===== config.mk =====
export PLATFORM = sky130hd
export DESIGN_NAME = jt08_adpcmb_regs
export DESIGN_NICKNAME = d
export VERILOG_FILES = /design/src/rtl/jt08_adpcmb_regs.sv
export SDC_FILE = /design/constraint.sdc
export NUM_CORES = 1
export LEC_CHECK = 0
export CAP_MARGIN = 25
export CORE_MARGIN = 2
export CORE_UTILIZATION = 43
export CTS_CLUSTER_SIZE = 12
export DETAILED_ROUTE_END_ITERATION = 10
export PLACE_DENSITY = 0.77
export SLEW_MARGIN = 10
export SYNTH_ARGS = -nofsm -noshare
export SYNTH_HDL_FRONTEND = slang
export SYNTH_SLANG_ARGS = --single-unit

===== constraint.sdc =====
create_clock -name clk -period 1.5 [get_ports clk]
set_input_delay 0.225 -clock clk [delete_from_list [all_inputs] [get_ports clk]]
set_output_delay 0.225 -clock clk [all_outputs]
set_load 0.1 [all_outputs]

===== src/rtl/jt08_adpcmb_regs.sv =====
// CPU register front-end for the ADPCM-B driver: register decode, command pulses,
// data-port handshake sequencing, status byte and IRQ. Optional: JT08_ADPCMB_RDBACK_EN.
module jt08_adpcmb_regs #(
  parameter int HOLD_CEN = 6
) (
  input  logic        rst_n,
  input  logic        clk,
  input  logic        cen,
  input  logic        cpu_wr,
  input  logic        cpu_rd,
  input  logic [4:0]  cpu_addr,
  input  logic [7:0]  cpu_din,
  output logic [7:0]  cpu_dout,
  input  logic [7:0]  drv_dout,
  output logic [7:0]  drv_din,
  output logic        sel_ram,
  output logic        wr_n,
  output logic        rd_n,
  output logic        data_busy,
  output logic        acmd_on_b,
  output logic        acmd_rep_b,
  output logic        acmd_mem_b,
  output logic        acmd_rec_b,
  output logic        acmd_x8_b,
  output logic        acmd_rom_b,
  output logic        acmd_rst_b,
  output logic        acmd_up_b,
  output logic [1:0]  alr_b,
  output logic [15:0] astart_b,
  output logic [15:0] aend_b,
  output logic [15:0] adeltan_b,
  output logic [15:0] alimit_b,
  output logic [7:0]  aeg_b,
  output logic [3:0]  clr_flag,
  input  logic [3:0]  flag,
  output logic        irq_n
);

  localparam int CW = $clog2(HOLD_CEN + 1);

  typedef enum logic [1:0] {IDLE, HOLD, RELEASE} state_t;

  state_t        state_reg, state_next;
  logic [CW-1:0] cnt_reg, cnt_next;
  logic          sel_ram_reg, sel_ram_next;
  logic          wr_n_reg, wr_n_next;
  logic          rd_n_reg, rd_n_next;
  logic          hold_done;
  logic [7:0]    drv_din_reg, rdbuf_reg;

  logic          on_reg, rec_reg, mem_reg, rep_reg, x8_reg, rom_reg;
  logic          rst_pulse_reg, up_pulse_reg;
  logic [1:0]    alr_reg;
  logic [15:0]   astart_reg, aend_reg, adeltan_reg, alimit_reg;
  logic [7:0]    aeg_reg;
  logic [3:0]    mask_reg, clr_flag_reg, flag_reg, flag_rise;
  logic          irq_n_reg, irq_clr;
  logic [7:0]    cpu_dout_reg, rd_data;

  logic          port_wr, port_rd;

  assign port_wr = cpu_wr && (cpu_addr == 5'h08);
  assign port_rd = cpu_rd && (cpu_addr == 5'h08) && !port_wr;
  assign irq_clr = cpu_wr && (cpu_addr == 5'h10) && cpu_din[7];

  // Register file and command pulses; writes do not wait for cen.
  always_ff @(posedge clk or negedge rst_n) begin
    if (!rst_n) begin
      on_reg        <= 1'b0;
      rec_reg       <= 1'b0;
      mem_reg       <= 1'b0;
      rep_reg       <= 1'b0;
      x8_reg        <= 1'b0;
      rom_reg       <= 1'b0;
      rst_pulse_reg <= 1'b0;
      up_pulse_reg  <= 1'b0;
      alr_reg       <= 2'b00;
      astart_reg    <= 16'h0000;
      aend_reg      <= 16'h0000;
      adeltan_reg   <= 16'h0000;
      alimit_reg    <= 16'h0000;
      aeg_reg       <= 8'h00;
      mask_reg      <= 4'h0;
      clr_flag_reg  <= 4'h0;
    end else begin
      clr_flag_reg <= 4'h0;
      // Pulses survive until the driver has seen them on one cen edge.
      if (rst_pulse_reg && cen) rst_pulse_reg <= 1'b0;
      if (up_pulse_reg && cen)  up_pulse_reg  <= 1'b0;
      if (cpu_wr) begin
        case (cpu_addr)
          5'h00: begin
            rec_reg <= cpu_din[6];
            mem_reg <= cpu_din[5];
            rep_reg <= cpu_din[4];
            if (cpu_din[0]) begin
              on_reg        <= 1'b0;
              rst_pulse_reg <= 1'b1;
            end else begin
              on_reg <= cpu_din[7];
              if (cpu_din[7] && !on_reg) up_pulse_reg <= 1'b1;
            end
          end
          5'h01: begin
            alr_reg <= cpu_din[7:6];
            x8_reg  <= cpu_din[1];
            rom_reg <= cpu_din[0];
          end
          5'h02: astart_reg[7:0]   <= cpu_din;
          5'h03: astart_reg[15:8]  <= cpu_din;
          5'h04: aend_reg[7:0]     <= cpu_din;
          5'h05: aend_reg[15:8]    <= cpu_din;
          5'h09: adeltan_reg[7:0]  <= cpu_din;
          5'h0A: adeltan_reg[15:8] <= cpu_din;
          5'h0B: aeg_reg           <= cpu_din;
          5'h0C: alimit_reg[7:0]   <= cpu_din;
          5'h0D: alimit_reg[15:8]  <= cpu_din;
          5'h10: begin
            if (cpu_din[7]) clr_flag_reg <= 4'hF;
            else            mask_reg     <= cpu_din[3:0];
          end
          default: ;
        endcase
      end
    end
  end

  // Data-port FSM state register.
  always_ff @(posedge clk or negedge rst_n) begin
    if (!rst_n) begin
      state_reg   <= IDLE;
      cnt_reg     <= '0;
      sel_ram_reg <= 1'b0;
      wr_n_reg    <= 1'b1;
      rd_n_reg    <= 1'b1;
      drv_din_reg <= 8'h00;
      rdbuf_reg   <= 8'h00;
    end else begin
      state_reg   <= state_next;
      cnt_reg     <= cnt_next;
      sel_ram_reg <= sel_ram_next;
      wr_n_reg    <= wr_n_next;
      rd_n_reg    <= rd_n_next;
      if (state_reg == IDLE && port_wr) drv_din_reg <= cpu_din;
      if (hold_done && !rd_n_reg)       rdbuf_reg   <= drv_dout;
    end
  end

  // Entry from IDLE is immediate; HOLD and RELEASE only move on cen.
  always_comb begin
    state_next   = state_reg;
    cnt_next     = cnt_reg;
    sel_ram_next = sel_ram_reg;
    wr_n_next    = wr_n_reg;
    rd_n_next    = rd_n_reg;
    hold_done    = 1'b0;
    case (state_reg)
      IDLE: begin
        if (port_wr || port_rd) begin
          state_next   = HOLD;
          cnt_next     = '0;
          sel_ram_next = 1'b1;
          wr_n_next    = ~port_wr;
          rd_n_next    = ~port_rd;
        end
      end
      HOLD: begin
        if (cen) begin
          if (cnt_reg == CW'(HOLD_CEN - 1)) begin
            hold_done    = 1'b1;
            state_next   = RELEASE;
            sel_ram_next = 1'b0;
            wr_n_next    = 1'b1;
            rd_n_next    = 1'b1;
          end else begin
            cnt_next = cnt_reg + 1'b1;
          end
        end
      end
      RELEASE: begin
        if (cen) state_next = IDLE;
      end
      default: state_next = IDLE;
    endcase
  end

  // Per-bit rising edge of unmasked flags.
  generate
    for (genvar gi = 0; gi < 4; gi++) begin : g_flag_rise
      assign flag_rise[gi] = flag[gi] && !flag_reg[gi] && !mask_reg[gi];
    end
  endgenerate

  always_ff @(posedge clk or negedge rst_n) begin
    if (!rst_n) begin
      flag_reg  <= 4'h0;
      irq_n_reg <= 1'b1;
    end else begin
      flag_reg <= flag;
      if (|flag_rise)   irq_n_reg <= 1'b0;
      else if (irq_clr) irq_n_reg <= 1'b1;
    end
  end

  always_comb begin
    rd_data = 8'h00;
    case (cpu_addr)
      5'h08: rd_data = rdbuf_reg;
      5'h1F: rd_data = {~irq_n_reg, 3'b000, flag};
`ifdef JT08_ADPCMB_RDBACK_EN
      5'h00: rd_data = {on_reg, rec_reg, mem_reg, rep_reg, 4'b0000};
      5'h01: rd_data = {alr_reg, 4'b0000, x8_reg, rom_reg};
      5'h02: rd_data = astart_reg[7:0];
      5'h03: rd_data = astart_reg[15:8];
      5'h04: rd_data = aend_reg[7:0];
      5'h05: rd_data = aend_reg[15:8];
      5'h09: rd_data = adeltan_reg[7:0];
      5'h0A: rd_data = adeltan_reg[15:8];
      5'h0B: rd_data = aeg_reg;
      5'h0C: rd_data = alimit_reg[7:0];
      5'h0D: rd_data = alimit_reg[15:8];
      5'h10: rd_data = {4'b0000, mask_reg};
`endif
      default: rd_data = 8'h00;
    endcase
  end

  always_ff @(posedge clk or negedge rst_n) begin
    if (!rst_n)      cpu_dout_reg <= 8'h00;
    else if (cpu_rd) cpu_dout_reg <= rd_data;
  end

  assign cpu_dout   = cpu_dout_reg;
  assign drv_din    = drv_din_reg;
  assign sel_ram    = sel_ram_reg;
  assign wr_n       = wr_n_reg;
  assign rd_n       = rd_n_reg;
  assign data_busy  = (state_reg != IDLE);
  assign acmd_on_b  = on_reg;
  assign acmd_rep_b = rep_reg;
  assign acmd_mem_b = mem_reg;
  assign acmd_rec_b = rec_reg;
  assign acmd_x8_b  = x8_reg;
  assign acmd_rom_b = rom_reg;
  assign acmd_rst_b = rst_pulse_reg;
  assign acmd_up_b  = up_pulse_reg;
  assign alr_b      = alr_reg;
  assign astart_b   = astart_reg;
  assign aend_b     = aend_reg;
  assign adeltan_b  = adeltan_reg;
  assign alimit_b   = alimit_reg;
  assign aeg_b      = aeg_reg;
  assign clr_flag   = clr_flag_reg;
  assign irq_n      = irq_n_reg;

endmodule


==> summary by stage <==
Die
Row generation in the floorplan step produced 39 rows. The die area is 12500 um2. Measured along the x axis, the die boundary spans around 110 um.

In this run the vertical extent of the chip is 112 um. between 100 and 150 I/O pins were placed. The starting density of the core is 0.439. The area of the placeable core is 11400 um2.

Placement
Detailed placement ended at an HPWL of 10.2 mm. The area of placed instances is ~8000 um2. In this run the tool buffered the top-level ports with 136 buffer cells. The final weighted congestion in routability-driven placement is 0.814.

Power
Internal power comes to 9600 uW. For this design the ratio of total power to cell area is 1940 nW/um2. The power share of the sequential group is 0.285. The total leakage power is 0.00398 uW. Power comes to 16900 uW. The share of total power dissipated in the clock network is 0.236.

The switching power total is between 7000 and 8000 uW. The switching share of total power is 0.432. The combinational share of power is 0.479. The peak supply drop is 1.42 mV.

Critical path
Counting both buffers and inverters, the worst setup path holds a total of 1. In this run the critical register-to-register path is captured at rdbuf_reg[3]$_DFFE_PN0P_. The worst setup path is of the reg -> out kind. The top fanout value on the critical path is 4. The critical path runs through a total of 2 cells. The number of cells on the worst reg-to-reg path is 6.

The launching point of the worst reg2reg path is cnt_reg[1]$_DFFE_PN0P_. The maximum cell stage delay along the critical path is 390 ps. STA classifies the critical path endpoint as an output pin.

The worst path required time is 1270 ps. The slowest stage cell on the critical path is dfrtp_1. The family of cells with the greatest summed delay on the critical path is flip-flops.

STA classifies the critical path startpoint as a register. The timing startpoint of the critical path is state_reg[0]$_DFFE_PN0P_. The worst register-to-register path has a setup slack of about 10 ps. Walking the worst path, the cells encountered are or2_4, buf_12. The endpoint arrival time on the critical path is 1270 ps.

Yosys
Among all flip-flop cells after synthesis, the most frequent one is dfrtp_1. The number of synthesized flops with an enable pin is 0. The number of distinct library cells after synthesis is 47. The fraction of the yosys area taken by sequential cells is 0.622. The library cell with the largest summed area after synthesis is dfrtp_1.

The synthesized area is 4990 um2. Of the post-synthesis cell area, the dominant cell type holds 0.607. Synthesis produced approximately 340 cells.

The total of flip-flops plus latches after synthesis is 124. In the post-synthesis netlist, the biggest area contributors are dfrtp_1 (61%), mux2_2 (23%), dfstp_2 (1.6%), nand2_1 (1.4%), nor4_4 (1.3%). Each instance of the synthesized netlist takes up on average 14.8 um2. The total number of yosys warnings is 0. The post-synthesis async set-or-reset flop share is 1.00. The synthesized net count is 370.

GRT
The number of antenna violations at the first check in global routing is 3. The total congestion overflow after global routing is 0. The first global-routing pass estimated 22.8 mm of wire. The combined global-route utilization of all metal layers is 0.240. The number of global-route vias before repair is approximately 4k. The largest net degree at the start of global routing is 40.

Final layout
The final cell area excluding filler cells is just under 9000 um2. In the layout the commonest cells are dfrtp_1 (120), buf_12 (116), mux2_2 (92), buf_4 (43), clkdlybuf4s50_1 (22). Summing all flip-flop and latch instances after layout gives roughly 3100 um2.

The most common cell after layout, fill and taps aside is dfrtp_1. Summing all multi-input logic gate instances after layout gives roughly 1800 um2. The total of fill cells in the finished design is 639. The final layout contains 560 nets.

The layout cell share with drive strength beyond 1 is 0.584. Measured on the finished design, the core utilization comes to 0.766. Relative to the synthesized area, the layout overhead comes to 74.5%.

Drt
Summing over every cut layer, the via total after detailed routing is 3651. The detailed router put a total of about 5.6 mm of wire on met1. In the detailed route, the total length drawn on met2 is 7.55 mm. The iteration-0 DRC count of the detailed router is 173. Wire segments on met3 add up to 1.04 mm in the final route. The number of nets with antenna violations after routing is 0. Summed over all layers, the routed wires come to 14.6 mm.

For this run, design rule violations remaining after detail routing come to 0. The detail-routed via count per cell is roughly 5.3. The uppermost layer routed is met4. In the final routed layout, each cell accounts on average for 21.2 um. The number of iterations in the first detailed-routing pass is 4.

Clock network
The CTS tree is built. The number of clock buffers added by TritonCTS is 17. Counting every sink on the clock net gives 124. The H-tree depth is 4. The clock input transition at the sequential cells of the worst setup and hold paths is 60 ps. The clock reaches the later pin of the worst-skew pair after 410 ps. The cell sitting at the root of the clock tree is a clkbuf_16. The maximum clock insertion buffer count is 2.

STA
The slew at the pin closest to its max-slew limit is 380 ps. The smallest clock period supported by the final layout is computed as about 1500 ps. Derived from the worst setup path, the maximum achievable clock frequency is 0.667 GHz.

The count of endpoints failing hold in the final timing report was 0. The final setup violation count is 0. The relative slew slack is 0.745. The count of pins over their slew limit came to 0.

The clock tree skew after final layout is 4.65 ps. Setup repair after global routing could not meet its margin everywhere. The share of the cycle needed by the critical path after routing is 1.00.

Run
The tool flagged a number of max-cap violations equal to 0.

Run status
The flow ran to the end, and the final reports show no timing, DRC or antenna violations.

Hold path
The path class of the tightest hold or removal check is in -> async.
cells in the mapped netlist, types with 2 or more instances:
library cell,n
dfrtp_1,121
mux2_2,100
nand2_1,18
clkbuf_1,10
nor2_1,8
inv_1,7
nor3_1,6
a221o_1,5
o21ai_0,5
buf_4,4
buf_2,3
dfstp_2,3
nor4_4,3
o2bb2ai_1,3
o32ai_1,3
a22oi_1,2
and3_1,2
buf_6,2
ha_1,2
nand2b_1,2
nand3b_1,2
nor4_1,2
final cells by class:
| cell class | count | area share |
|---|---|---|
| timing repair buffer | 190 | 0.340 |
| clock buffer | 18 | 0.0504 |
| antenna | 3 | 0.000862 |
| sequential | 124 | 0.357 |
| tap | 143 | 0.0205 |
| inverter | 8 | 0.00345 |
| clock inverter | 14 | 0.0168 |
| multi-input combinational | 187 | 0.212 |
stage by stage:
step / cells / hold slack, ps / setup WS, ps / setup TNS [ps]
6_report: 687 / 288 / 0.405 / 0
5_1_grt: 686 / 299 / -46.4 / -292
4_1_cts: 682 / 271 / -7.31 / -16.6
3_5_place_dp: 645 / 161 / -597 / -46470
3_3_place_gp: 645 / 159 / -505 / -41960
2_1_floorplan: 338 / -70.6 / -23.6 / -189
worst register-to-register path, delay by kind of cell (launching register included):
family	cells	cell delay (ps)
flip-flops	1	390
AND/OR/NAND/NOR	2	280
adder cells (fa/ha/maj)	1	130
buffers and inverters	2	240
multiplexers	1	320
worst max-delay path by stage:
stage / slack, ps / endpoint
floorplan: -20 / drv_din[0]$_DFFE_PN0P_
global placement: -510 / rd_n$_DFFE_PN1P_
detailed placement: -600 / rd_n$_DFFE_PN1P_
CTS: -7 / alimit_b[1]$_DFFE_PN0P_
global route: -50 / rdbuf_reg[3]$_DFFE_PN0P_
finish: 0.4 / data_busy
cell families after synthesis:
family | after synthesis | share of synthesized area
multiplexers | 101 | 0.228
flip-flops | 124 | 0.622
adder cells (fa/ha/maj) | 2 | 0.00501
buffers and inverters | 27 | 0.0271
AO/OA/AOI/OAI | 27 | 0.0441
AND/OR/NAND/NOR | 57 | 0.0739
power groups by stage:
stage	Clock [uW]	Combinational (uW)	Sequential, uW
after floorplan	0	1060	8340
after global placement	0	7770	4790
after detailed placement	0	7910	4840
after CTS	4060	7980	4790
after global routing	4200	8300	4900
final	3990	8090	4820
metal layers:
| metal | vias to the layer above | GRT usage |
|---|---|---|
| met3 | 31 | 0.0860 |
| met1 | 1876 | 0.283 |
| li1 | 1595 | - |
| met5 | - | 0 |
| met2 | 149 | 0.397 |
| met4 | 0 | 0.105 |
what timing repair did:
item,4_1_cts,5_1_grt
buffers inserted,4,2
setup endpoints to repair,58,76
pin swaps,4,2
hold endpoints to repair,19,0
resized for setup,11,16
hold buffers,1,0
No activity file was read; power rests on OpenSTA's default activity.
